File: config.mk
export PLATFORM = sky130hd
export DESIGN_NAME = bin2fib_encoder_flat
export DESIGN_NICKNAME = d
export VERILOG_FILES = /design/src/rtl/fib_pkg.sv /design/src/rtl/bin2fib_encoder_if.sv /design/src/rtl/fib_weight_step.sv /design/src/rtl/bin2fib_encoder.sv /design/src/flat_wrapper.sv
export SDC_FILE = /design/constraint.sdc
export NUM_CORES = 1
export LEC_CHECK = 0
export ABC_AREA = 1
export CORE_MARGIN = 4
export CORE_UTILIZATION = 40
export CTS_CLUSTER_SIZE = 25
export DETAILED_ROUTE_END_ITERATION = 16
export DONT_BUFFER_PORTS = 1
export HOLD_SLACK_MARGIN = 0.12
export PLACE_DENSITY = 0.51
export SLEW_MARGIN = 20
export SYNTH_ARGS = -nofsm -noshare
export SYNTH_HDL_FRONTEND = slang
export SYNTH_HIERARCHICAL = 1
export SYNTH_SLANG_ARGS = --single-unit
export TNS_END_PERCENT = 50
File: constraint.sdc
create_clock -name clk -period 3.1 [get_ports clk]
set_clock_uncertainty 0.05 [all_clocks]
set_input_delay 0.31 -clock clk [delete_from_list [all_inputs] [get_ports clk]]
set_output_delay 0.31 -clock clk [all_outputs]
set_load 0.005 [all_outputs]
File: src/rtl/fib_pkg.sv
// -----------------------------------------------------------------------------
// fib_pkg
// Constants and types shared by the Fibonacci-domain datapath blocks (binary to
// Zeckendorf encoder, Fibonacci adder, Fibonacci multiplier).
//
// Code format: bit k (1..31) of a CODE_W-bit word weighs F(k+1), with
// F(1)=F(2)=1. Bit 0 carries no weight and is always 0.
// -----------------------------------------------------------------------------
package fib_pkg;

  localparam int CODE_W = 32;
  localparam int OPND_W = 22;

  // Weights loaded at the start of a conversion: F(32) pairs with bit 31.
  localparam logic [OPND_W-1:0] FIB_W32 = 22'd2178309;
  localparam logic [OPND_W-1:0] FIB_W31 = 22'd1346269;

  // Largest value representable in the code: F(33)-1 = 0xAAAAAAAA decoded.
  localparam logic [OPND_W-1:0] FIB_MAX = 22'd3524577;

  typedef enum logic [1:0] {
    ST_IDLE  = 2'd0,
    ST_CHECK = 2'd1,
    ST_SCAN  = 2'd2,
    ST_DONE  = 2'd3
  } fib_state_e;

  // A legal Zeckendorf code has bit 0 clear and no two adjacent ones.
  function automatic logic fib_code_legal(input logic [CODE_W-1:0] code);
    return (code[0] == 1'b0) && ((code & (code >> 1)) == '0);
  endfunction

endpackage

File: src/rtl/bin2fib_encoder_if.sv
// -----------------------------------------------------------------------------
// bin2fib_encoder_if
// Request/response bundle of the binary to Zeckendorf encoder.
//   en_enc   : start request (requester -> encoder)
//   input_b  : unsigned binary operand, sampled with en_enc
//   out_fib  : Zeckendorf code result
//   enc_done : one-cycle completion pulse
//   enc_ovf  : operand exceeded FIB_MAX, valid with enc_done
// Modports: master = requester, slave = encoder.
// -----------------------------------------------------------------------------
interface bin2fib_encoder_if;
  import fib_pkg::*;

  logic              en_enc;
  logic [OPND_W-1:0] input_b;
  logic [CODE_W-1:0] out_fib;
  logic              enc_done;
  logic              enc_ovf;

  modport master (
    output en_enc,
    output input_b,
    input  out_fib,
    input  enc_done,
    input  enc_ovf
  );

  modport slave (
    input  en_enc,
    input  input_b,
    output out_fib,
    output enc_done,
    output enc_ovf
  );

endinterface

File: src/rtl/fib_weight_step.sv
// -----------------------------------------------------------------------------
// fib_weight_step
// Walks a consecutive Fibonacci pair one position down: (hi,lo) -> (lo,hi-lo).
// Starting from (F(n+1),F(n)) this yields (F(n),F(n-1)); at the bottom of the
// walk (1,1) steps to (1,0), so the subtraction never goes negative.
//   hi_i, lo_i : current pair
//   hi_o, lo_o : next pair
// -----------------------------------------------------------------------------
module fib_weight_step
  import fib_pkg::*;
(
  input  logic [OPND_W-1:0] hi_i,
  input  logic [OPND_W-1:0] lo_i,
  output logic [OPND_W-1:0] hi_o,
  output logic [OPND_W-1:0] lo_o
);

  assign hi_o = lo_i;
  assign lo_o = hi_i - lo_i;

endmodule

File: src/rtl/bin2fib_encoder.sv
// -----------------------------------------------------------------------------
// bin2fib_encoder
// Converts a 22-bit unsigned binary operand into a 32-bit Zeckendorf code by
// greedy selection, one code bit per cycle from bit 31 down to bit 1.
// Operands above FIB_MAX are flagged as overflow without scanning.
//   clk : clock, rising edge
//   rst : asynchronous, active-low reset
//   bus : bin2fib_encoder_if.slave (en_enc, input_b, out_fib, enc_done, enc_ovf)
// Latency from the start edge to enc_done: 33 cycles normally, 2 on overflow.
// -----------------------------------------------------------------------------
module bin2fib_encoder
  import fib_pkg::*;
(
  input  logic                 clk,
  input  logic                 rst,
  bin2fib_encoder_if.slave     bus
);

  fib_state_e        state_q;
  logic [OPND_W-1:0] rem_q;
  logic [OPND_W-1:0] hi_q;
  logic [OPND_W-1:0] lo_q;
  logic [OPND_W-1:0] hi_d;
  logic [OPND_W-1:0] lo_d;
  logic [4:0]        k_q;
  logic [CODE_W-1:0] code_q;
  logic              ovf_q;
  logic [CODE_W-1:0] out_fib_q;
  logic              enc_done_q;
  logic              enc_ovf_q;
  logic              take_d;

  // The single comparator of the scan: does the current weight fit?
  assign take_d = (rem_q >= hi_q);

  fib_weight_step u_weight_step (
    .hi_i (hi_q),
    .lo_i (lo_q),
    .hi_o (hi_d),
    .lo_o (lo_d)
  );

  always_ff @(posedge clk or negedge rst) begin
    if (!rst) begin
      state_q    <= ST_IDLE;
      rem_q      <= '0;
      hi_q       <= '0;
      lo_q       <= '0;
      k_q        <= '0;
      code_q     <= '0;
      ovf_q      <= 1'b0;
      out_fib_q  <= '0;
      enc_done_q <= 1'b0;
      enc_ovf_q  <= 1'b0;
    end else begin
      enc_done_q <= 1'b0;
      case (state_q)
        ST_IDLE: begin
          if (bus.en_enc) begin
            rem_q   <= bus.input_b;
            hi_q    <= FIB_W32;
            lo_q    <= FIB_W31;
            k_q     <= 5'd31;
            code_q  <= '0;
            ovf_q   <= 1'b0;
            state_q <= ST_CHECK;
          end
        end
        ST_CHECK: begin
          if (rem_q > FIB_MAX) begin
            ovf_q   <= 1'b1;
            state_q <= ST_DONE;
          end else begin
            state_q <= ST_SCAN;
          end
        end
        ST_SCAN: begin
          // Greedy choice: taking the largest fitting weight guarantees the
          // next smaller weight cannot fit, so no adjacent ones can appear.
          if (take_d) begin
            code_q[k_q] <= 1'b1;
            rem_q       <= rem_q - hi_q;
          end
          hi_q <= hi_d;
          lo_q <= lo_d;
          k_q  <= k_q - 5'd1;
          if (k_q == 5'd1) begin
            state_q <= ST_DONE;
          end
        end
        ST_DONE: begin
          out_fib_q  <= ovf_q ? '0 : code_q;
          enc_ovf_q  <= ovf_q;
          enc_done_q <= 1'b1;
          state_q    <= ST_IDLE;
        end
        default: state_q <= ST_IDLE;
      endcase
    end
  end

  assign bus.out_fib  = out_fib_q;
  assign bus.enc_done = enc_done_q;
  assign bus.enc_ovf  = enc_ovf_q;

endmodule
File: src/flat_wrapper.sv
// flat-port wrapper written by rule: the top's interface ports become plain ports
module bin2fib_encoder_flat import fib_pkg::*;
  (clk, rst, bus_en_enc, bus_input_b, bus_out_fib, bus_enc_done, bus_enc_ovf);
  bin2fib_encoder_if bus_i ();
  input  logic clk;
  input  logic rst;
  input wire logic [$bits(bus_i.en_enc)-1:0] bus_en_enc;
  input wire logic [$bits(bus_i.input_b)-1:0] bus_input_b;
  output wire logic [$bits(bus_i.out_fib)-1:0] bus_out_fib;
  output wire logic [$bits(bus_i.enc_done)-1:0] bus_enc_done;
  output wire logic [$bits(bus_i.enc_ovf)-1:0] bus_enc_ovf;
  assign bus_i.en_enc = bus_en_enc;
  assign bus_i.input_b = bus_input_b;
  assign bus_out_fib = bus_i.out_fib;
  assign bus_enc_done = bus_i.enc_done;
  assign bus_enc_ovf = bus_i.enc_ovf;
  bin2fib_encoder u_core (.clk(clk), .rst(rst), .bus(bus_i));
endmodule
==> Word-level counts from Yosys, hierarchy flattened <==
Index checks and enable logic that the tools add are counted.
W data, S select, Z words.
{ "classes": {"add_sub_neg": 3, "n_lt_le_gt_ge": 4, "eq_ne": 8, "mux": 23, "bitwise": 1, "reduce_logical": 8} }
{ "ops": {"columns": ["cell", "count"], "rows": [
  ["$pmux W22 S2", 3],
  ["$mux W32", 3],
  ["$mux W22", 4],
  ["$pmux W32 S2", 1],
  ["$sub A22 B22 Y22", 2],
  ["$or A32 B32 Y32", 1],
  ["$ge A22 B22 Y1", 1],
  ["$gt A22 B22 Y1 const B", 1],
  ["$pmux W5 S2", 1],
  ["$pmux W2 S4", 1],
  ["$lt A5 B6 Y1 const B", 1],
  ["$ne A2 B1 Y1 const B", 3],
  ["$reduce_and A3 Y1", 2],
  ["$demux W1 S5", 1],
  ["$eq A5 B1 Y1 const B", 1],
  ["$ge A5 B1 Y1 const B", 1],
  ["$mux W1", 5],
  ["$mux W5", 1],
  ["$sub A5 B1 Y5 const B", 1],
  ["$eq A2 B2 Y1 const B", 2],
  ["$mux W2", 2],
  ["$reduce_and A2 Y1", 2],
  ["$reduce_bool A2 Y1", 2],
  ["$eq A2 B1 Y1 const B", 1],
  ["4 further kinds", 4]
]} }
{ "word_totals": {"reg_bits": 140, "inputBits": 25} }

==> Depth between registers and ports, before layout <==
{ "depth": {"ltp_word": 7, "depth_mapped": 17, "depth_no_buf": 15} }

==> Hierarchy <==
The synthesis kept the hierarchy.
{ "modules_own_cells": {"columns": ["mod", "instances", "cells_per_inst", "area_each_um2", "seq_area_each_um2"], "rows": [
  ["bin2fib_encoder", 1, 998, 7947.6, 3503.4],
  ["fib_weight_step", 1, 341, 1710.4, 0.0]
]} }

==> Least setup slack after synthesis <==
OpenSTA, ideal clock, no wires.
{ "synth_timing": {"path_kind": "flip-flop to flip-flop", "startpoint": "reg u_core.rem_q[0]", "endpoint": "reg u_core.rem_q[6]", "setup_time_ns": 0.124, "arrival_time_ns": 2.040, "t_required_ns": 2.926, "slack_ns": 0.886, "stages_incl_launch_ff": 16, "synth_period_minus_slack_ns": 2.214, "path_cell_list": "dfrtp_1 -> inv_1 -> ha_1 -> fa_1 -> nor2_1 -> nand3_2 -> nand3_2 -> nand2_2 -> nand2_2 -> nand2_2 -> nand2_2 -> nand2_4 -> buf_8 -> buf_8 -> nand2_2 -> o21ai_2"} }
{ "synth_between": {"elab_chain_len": 3} }
{ "synth_lines": {"columns": ["item", "line", "text"], "rows": [
  ["start: declaration", "bin2fib_encoder.sv:20", "logic [OPND_W-1:0] rem_q;"],
  ["start signal: assignment", "bin2fib_encoder.sv:60", "rem_q <= bus.input_b;"],
  ["start signal: assignment", "bin2fib_encoder.sv:82", "rem_q <= rem_q - hi_q;"],
  ["$sub A22 B22 Y22 or $ge A22 B22 Y1 (tied branches)", "bin2fib_encoder.sv:82, bin2fib_encoder.sv:34", null],
  ["$mux W22 or $ne A2 B1 Y1 (tied branches)", null, null],
  ["$pmux W22 S2 or $reduce_and A3 Y1 (tied branches)", null, null]
]} }
Parallel ways exist; a longest one is shown, timed or not. The select of a mux whose other input is x is not followed.
A chain may end at the register's enable or synchronous reset.

==> Worst setup path in the final report <==
{ "layout_timing": {"startpoint": "reg u_core.rem_q[0]", "endpoint": "reg u_core.code_q[20]"} }
{ "layout_between": {"elab_chain_len": 3} }
{ "layout_lines": {"columns": ["item", "line", "text"], "rows": [
  ["$ge A22 B22 Y1", "bin2fib_encoder.sv:34", "assign take_d = (rem_q >= hi_q);"],
  ["$ne A2 B1 Y1 (no line)", null, null],
  ["$reduce_and A3 Y1 (no line)", null, null],
  ["end signal: assignment", "bin2fib_encoder.sv:50", "code_q <= '0;"],
  ["end signal: assignment", "bin2fib_encoder.sv:64", "code_q <= '0;"],
  ["end signal: indexed assignment", "bin2fib_encoder.sv:81", "code_q[k_q] <= 1'b1;"],
  ["end: declaration", "bin2fib_encoder.sv:26", "logic [CODE_W-1:0] code_q;"]
]} }
No other way between the ends.

==> impl_summary.txt <==
----------------------------------------------------
[Worst setup path]
  Nature of the critical path endpoint ... register
  Cells on worst reg2reg path ... 14
  Crit path max fanout ... 87
  Critical path's slowest cell ... sky130_fd_sc_hd__fa_1
  Critical Path Start Type ... register
  Worst setup path class ... register to register
  Cell family with the largest share of critical-path delay ... simple AND/OR/NAND/NOR gates
  Data required time of the worst path ... 3.35 ns
  Worst-path cell chain ... inv_1 > ha_1 > fa_1 > nor2_1 > nand3_2 > nand3_2 > nand2_2 > nand2_2 > nand2_2 > nand2_2 > nand2_4 > buf_12 > nand2_2 > o21ai_2
  CP dominant cell by count ... sky130_fd_sc_hd__nand2_2
  CP peak stage delay ... 0.42 ns
  Worst reg2reg setup slack ... 0.44 ns
  Logic depth of the worst path, buffers included ... 14
  Number of buffer and inverter stages on the critical path ... 2
  Critical Path AT ... 2.91 ns

[Cells and area]
  Share of layout cells above drive strength 1 ... 0.113
  Final antenna diode count ... 0
  Nets ... between 1000 and 1500
  Utilization after layout ... 0.446
  Layout area overhead ... 9.11%
  Count of placed standard cells in the final layout, fillers left out ... roughly 1700

[Die]
  DIE WIDTH ... 163 um
  Area of the placeable core ... 23600 um^2
  Standard-cell row count ... 56
  I/O pins ... 59
  Die Outline Area ... between 20000 and 30000 um^2
  Height of the chip ... about 160 um
  Initial standard-cell utilization of the core ... 0.409

[Routing]
  Count of unresolved DRC violations after routing ... 0
  Via count ... 8102
  Drt wl/cell ... 15.1 um
  Number of iterations in the first detailed-routing pass ... 7
  Drt total wl ... 25.1 mm
  Violation count after the first detailed-routing iteration ... 612
  Post-route ant nets ... 0
  Detailed-route vias per instance ... 4.88

[STA]
  Total setup violations reported at the end of the flow ... 0
  Tmin final ... roughly 2.7 ns
  Total count of hold-check failures in the final report ... 140
  Slew @ Worst Pin ... 0.873 ns
  Setup total negative slack ... 0 ns
  Pins over their slew limit ... 0
  Worst hold margin ... -0.488 ns
  Portion of the clock cycle consumed by the worst path in the final layout ... 0.859
  Highest clock frequency the design can meet ... between 300 and 400 MHz
  Unrepaired setup endpoints after global routing ... no
  Relative max-transition margin ... 0.418

[Status]
  Result of the run ... finished with violations
  Violations in the final reports ... hold timing

[Clocking]
  Buffer depth of the longest clock path ... 2
  CTS Hold Buffers Added ... 20
  Post-CTS setup buffers ... 0
  Number of levels the H-tree was split into ... 4
  Insertion delay to the later sink of the worst-skew pair ... 0.43 ns
  Clk root buf ... sky130_fd_sc_hd__clkbuf_16
  Total CTS buffers ... 17
  Post-cts repair resize count ... 0
  Count of clock tree sinks ... 140
  TritonCTS clock tree ... yes
  Clock transition at the registers of the reported paths ... 0.07 ns

[Global routing]
  First-pass GRT wire length ... 41.1 mm
  Largest net degree at the start of global routing ... 141
  Global-route congestion overflow total ... 0
  Initial antenna violation count ... 0
  GR Util All Layers ... 0.194
  Number of global-route vias before repair ... 7694

[Pwr]
  Worst VDD drop ... 0.945 mV
  Post-route total power ... 12.5 mW
  Switching power of the nets ... 6.62 mW
  Power Dens Cells ... around 1200 nW/um^2
  Sequential group share of total power ... 0.222
  Clock group share of total power ... 0.162
  Internal Dissipation ... 5.91 mW
  Comb power frac ... 0.616
  Switching power share of the total ... 0.528
  Static power due to leakage ... 5.49 nW

[Yosys]
  Async set-reset flop share out of synthesis ... 1.00
  Most instantiated flip-flop cell in the synthesis netlist ... sky130_fd_sc_hd__dfrtp_1
  Synth Register Bits ... 140
  Post-Synthesis Net Count ... 1418
  Mean instance size in the synthesized netlist ... 7.21 um^2
  Synthesized cell area ... 9660 um^2
  Top cell type's share of synthesized area ... 0.363
  Top cells by area, synth ... sky130_fd_sc_hd__dfrtp_1 (36%), sky130_fd_sc_hd__nand2_1 (16%), sky130_fd_sc_hd__inv_1 (7.7%)
  Count of unique library cells instantiated by Yosys ... between 40 and 50
  Post-synthesis instance total ... 1339
  Number of enable-type register cells in the synthesized netlist ... 0
  Yosys warning count ... 6
  Library cell occupying the most area in the post-synthesis netlist ... sky130_fd_sc_hd__dfrtp_1
  Sequential share of the synthesized area ... 0.363

[Placed design]
  Global placement routability congestion ... 0.854
  Count of buffers inserted at the top-level ports ... 0
  Total instance count after detailed placement ... 1608
  Estimated wirelength of the detail-placed design ... 18.5 mm

[Run]
  Max-cap viol count ... 0

[Hold path]
  Path type of the worst min-delay path ... input pin to asynchronous set/reset pin

----------------------------------------------------
[cells by family after synthesis]
group / share of synthesized area
and+or+nand+nor: 0.296
buffers and inverters: 0.119
DFF: 0.363
muxes: 0.00207
xor gates and xnor gates: 0.0154
adders and majority gates: 0.0715
AOI/OAI and AO/OA: 0.133
[area by class of cell]
cell class / count / area (um^2)
clock buffer: 17 / 425
clock inverter: 15 / 146
fill: 2461 / 13100
inverter: 205 / 769
multi-input combinational: 934 / 5010
sequential: 140 / 3500
tap: 319 / 399
timing repair buffer: 30 / 288
[per-layer routing]
metal  share of wire  GRT usage  wire, um
met5               0          0         0
met4           0.014     0.0518       346
met3           0.040     0.0356       994
met2            0.46      0.320     11500
met1            0.49      0.263     12300
[power by group through the flow]
stage / sequential (mW) / clock [mW] / combinational [mW]
finish: 2.77 / 2.03 / 7.72
global route: 2.85 / 2.17 / 8.74
CTS: 2.77 / 2.09 / 7.76
detailed placement: 2.80 / 0 / 7.71
global placement: 2.80 / 0 / 7.72
floorplan: 2.65 / 0 / 6.21
[path summary, 6_finish.rpt]
kind,start,end
worst min-delay path,rst,u_core/bus.out_fib[9]$_DFFE_PN0P_
max in group asynchronous,rst,u_core/lo_q[16]$_DFFE_PN0P_
worst max register to register,u_core/rem_q[0]$_DFFE_PN0P_,u_core/code_q[20]$_DFFE_PN0P_
worst min register to register,u_core/ovf_q$_DFFE_PN0P_,u_core/ovf_q$_DFFE_PN0P_
min in group clk,bus_input_b[7],u_core/rem_q[7]$_DFFE_PN0P_
worst max-delay path,u_core/rem_q[0]$_DFFE_PN0P_,u_core/code_q[20]$_DFFE_PN0P_
[cells in the final DEF (no fill, tap or decap), drive strengths merged, types with 12 or more instances in the layout]
cell / count
inv: 215
ha: 52
nand3: 85
clkbuf: 17
xor2: 14
a21oi: 35
dfrtp: 140
dlygate4sd3: 20
a22o: 20
nand2: 451
nor2: 102
nand4: 12
o21ai: 114
o22a: 12
[through the flow]
stage / setup WS (ns) / area, um^2
global placement: 0.497 / 9770
finish: 0.437 / 10500
CTS: 0.483 / 10500
detailed placement: 0.502 / 9770
global route: 0.216 / 10500
floorplan: 0.886 / 9660
[cells in the mapped netlist, types with 4 or more instances]
cell / instances
sky130_fd_sc_hd__inv_1: 198
sky130_fd_sc_hd__nor2_1: 97
sky130_fd_sc_hd__nand3_1: 81
sky130_fd_sc_hd__dfrtp_1: 140
sky130_fd_sc_hd__o21ai_0: 73
sky130_fd_sc_hd__nand4_1: 12
sky130_fd_sc_hd__o22a_1: 12
sky130_fd_sc_hd__nand3b_1: 6
sky130_fd_sc_hd__xor2_1: 14
sky130_fd_sc_hd__buf_2: 8
sky130_fd_sc_hd__buf_8: 5
sky130_fd_sc_hd__clkbuf_1: 23
sky130_fd_sc_hd__nor3_1: 7
sky130_fd_sc_hd__nand2_1: 404
sky130_fd_sc_hd__inv_2: 6
sky130_fd_sc_hd__nand3_2: 4
sky130_fd_sc_hd__a22o_1: 20
sky130_fd_sc_hd__o21ai_2: 40
sky130_fd_sc_hd__a21oi_1: 31
sky130_fd_sc_hd__nand2_2: 46
sky130_fd_sc_hd__buf_4: 22
sky130_fd_sc_hd__ha_1: 52
sky130_fd_sc_hd__a21oi_2: 4
[state kept, by name, indices dropped and copies added (netlist names)]
register,flops
u_core/code_q,32
u_core/rem_q,22
u_core/hi_q,22
u_core/lo_q,22
u_core/state_q,2
u_core/bus.enc_ovf,1
u_core/k_q,5
u_core/ovf_q,1
u_core/bus.enc_done,1
u_core/bus.out_fib,32
Note: power is estimated with default switching activity, not from simulation.
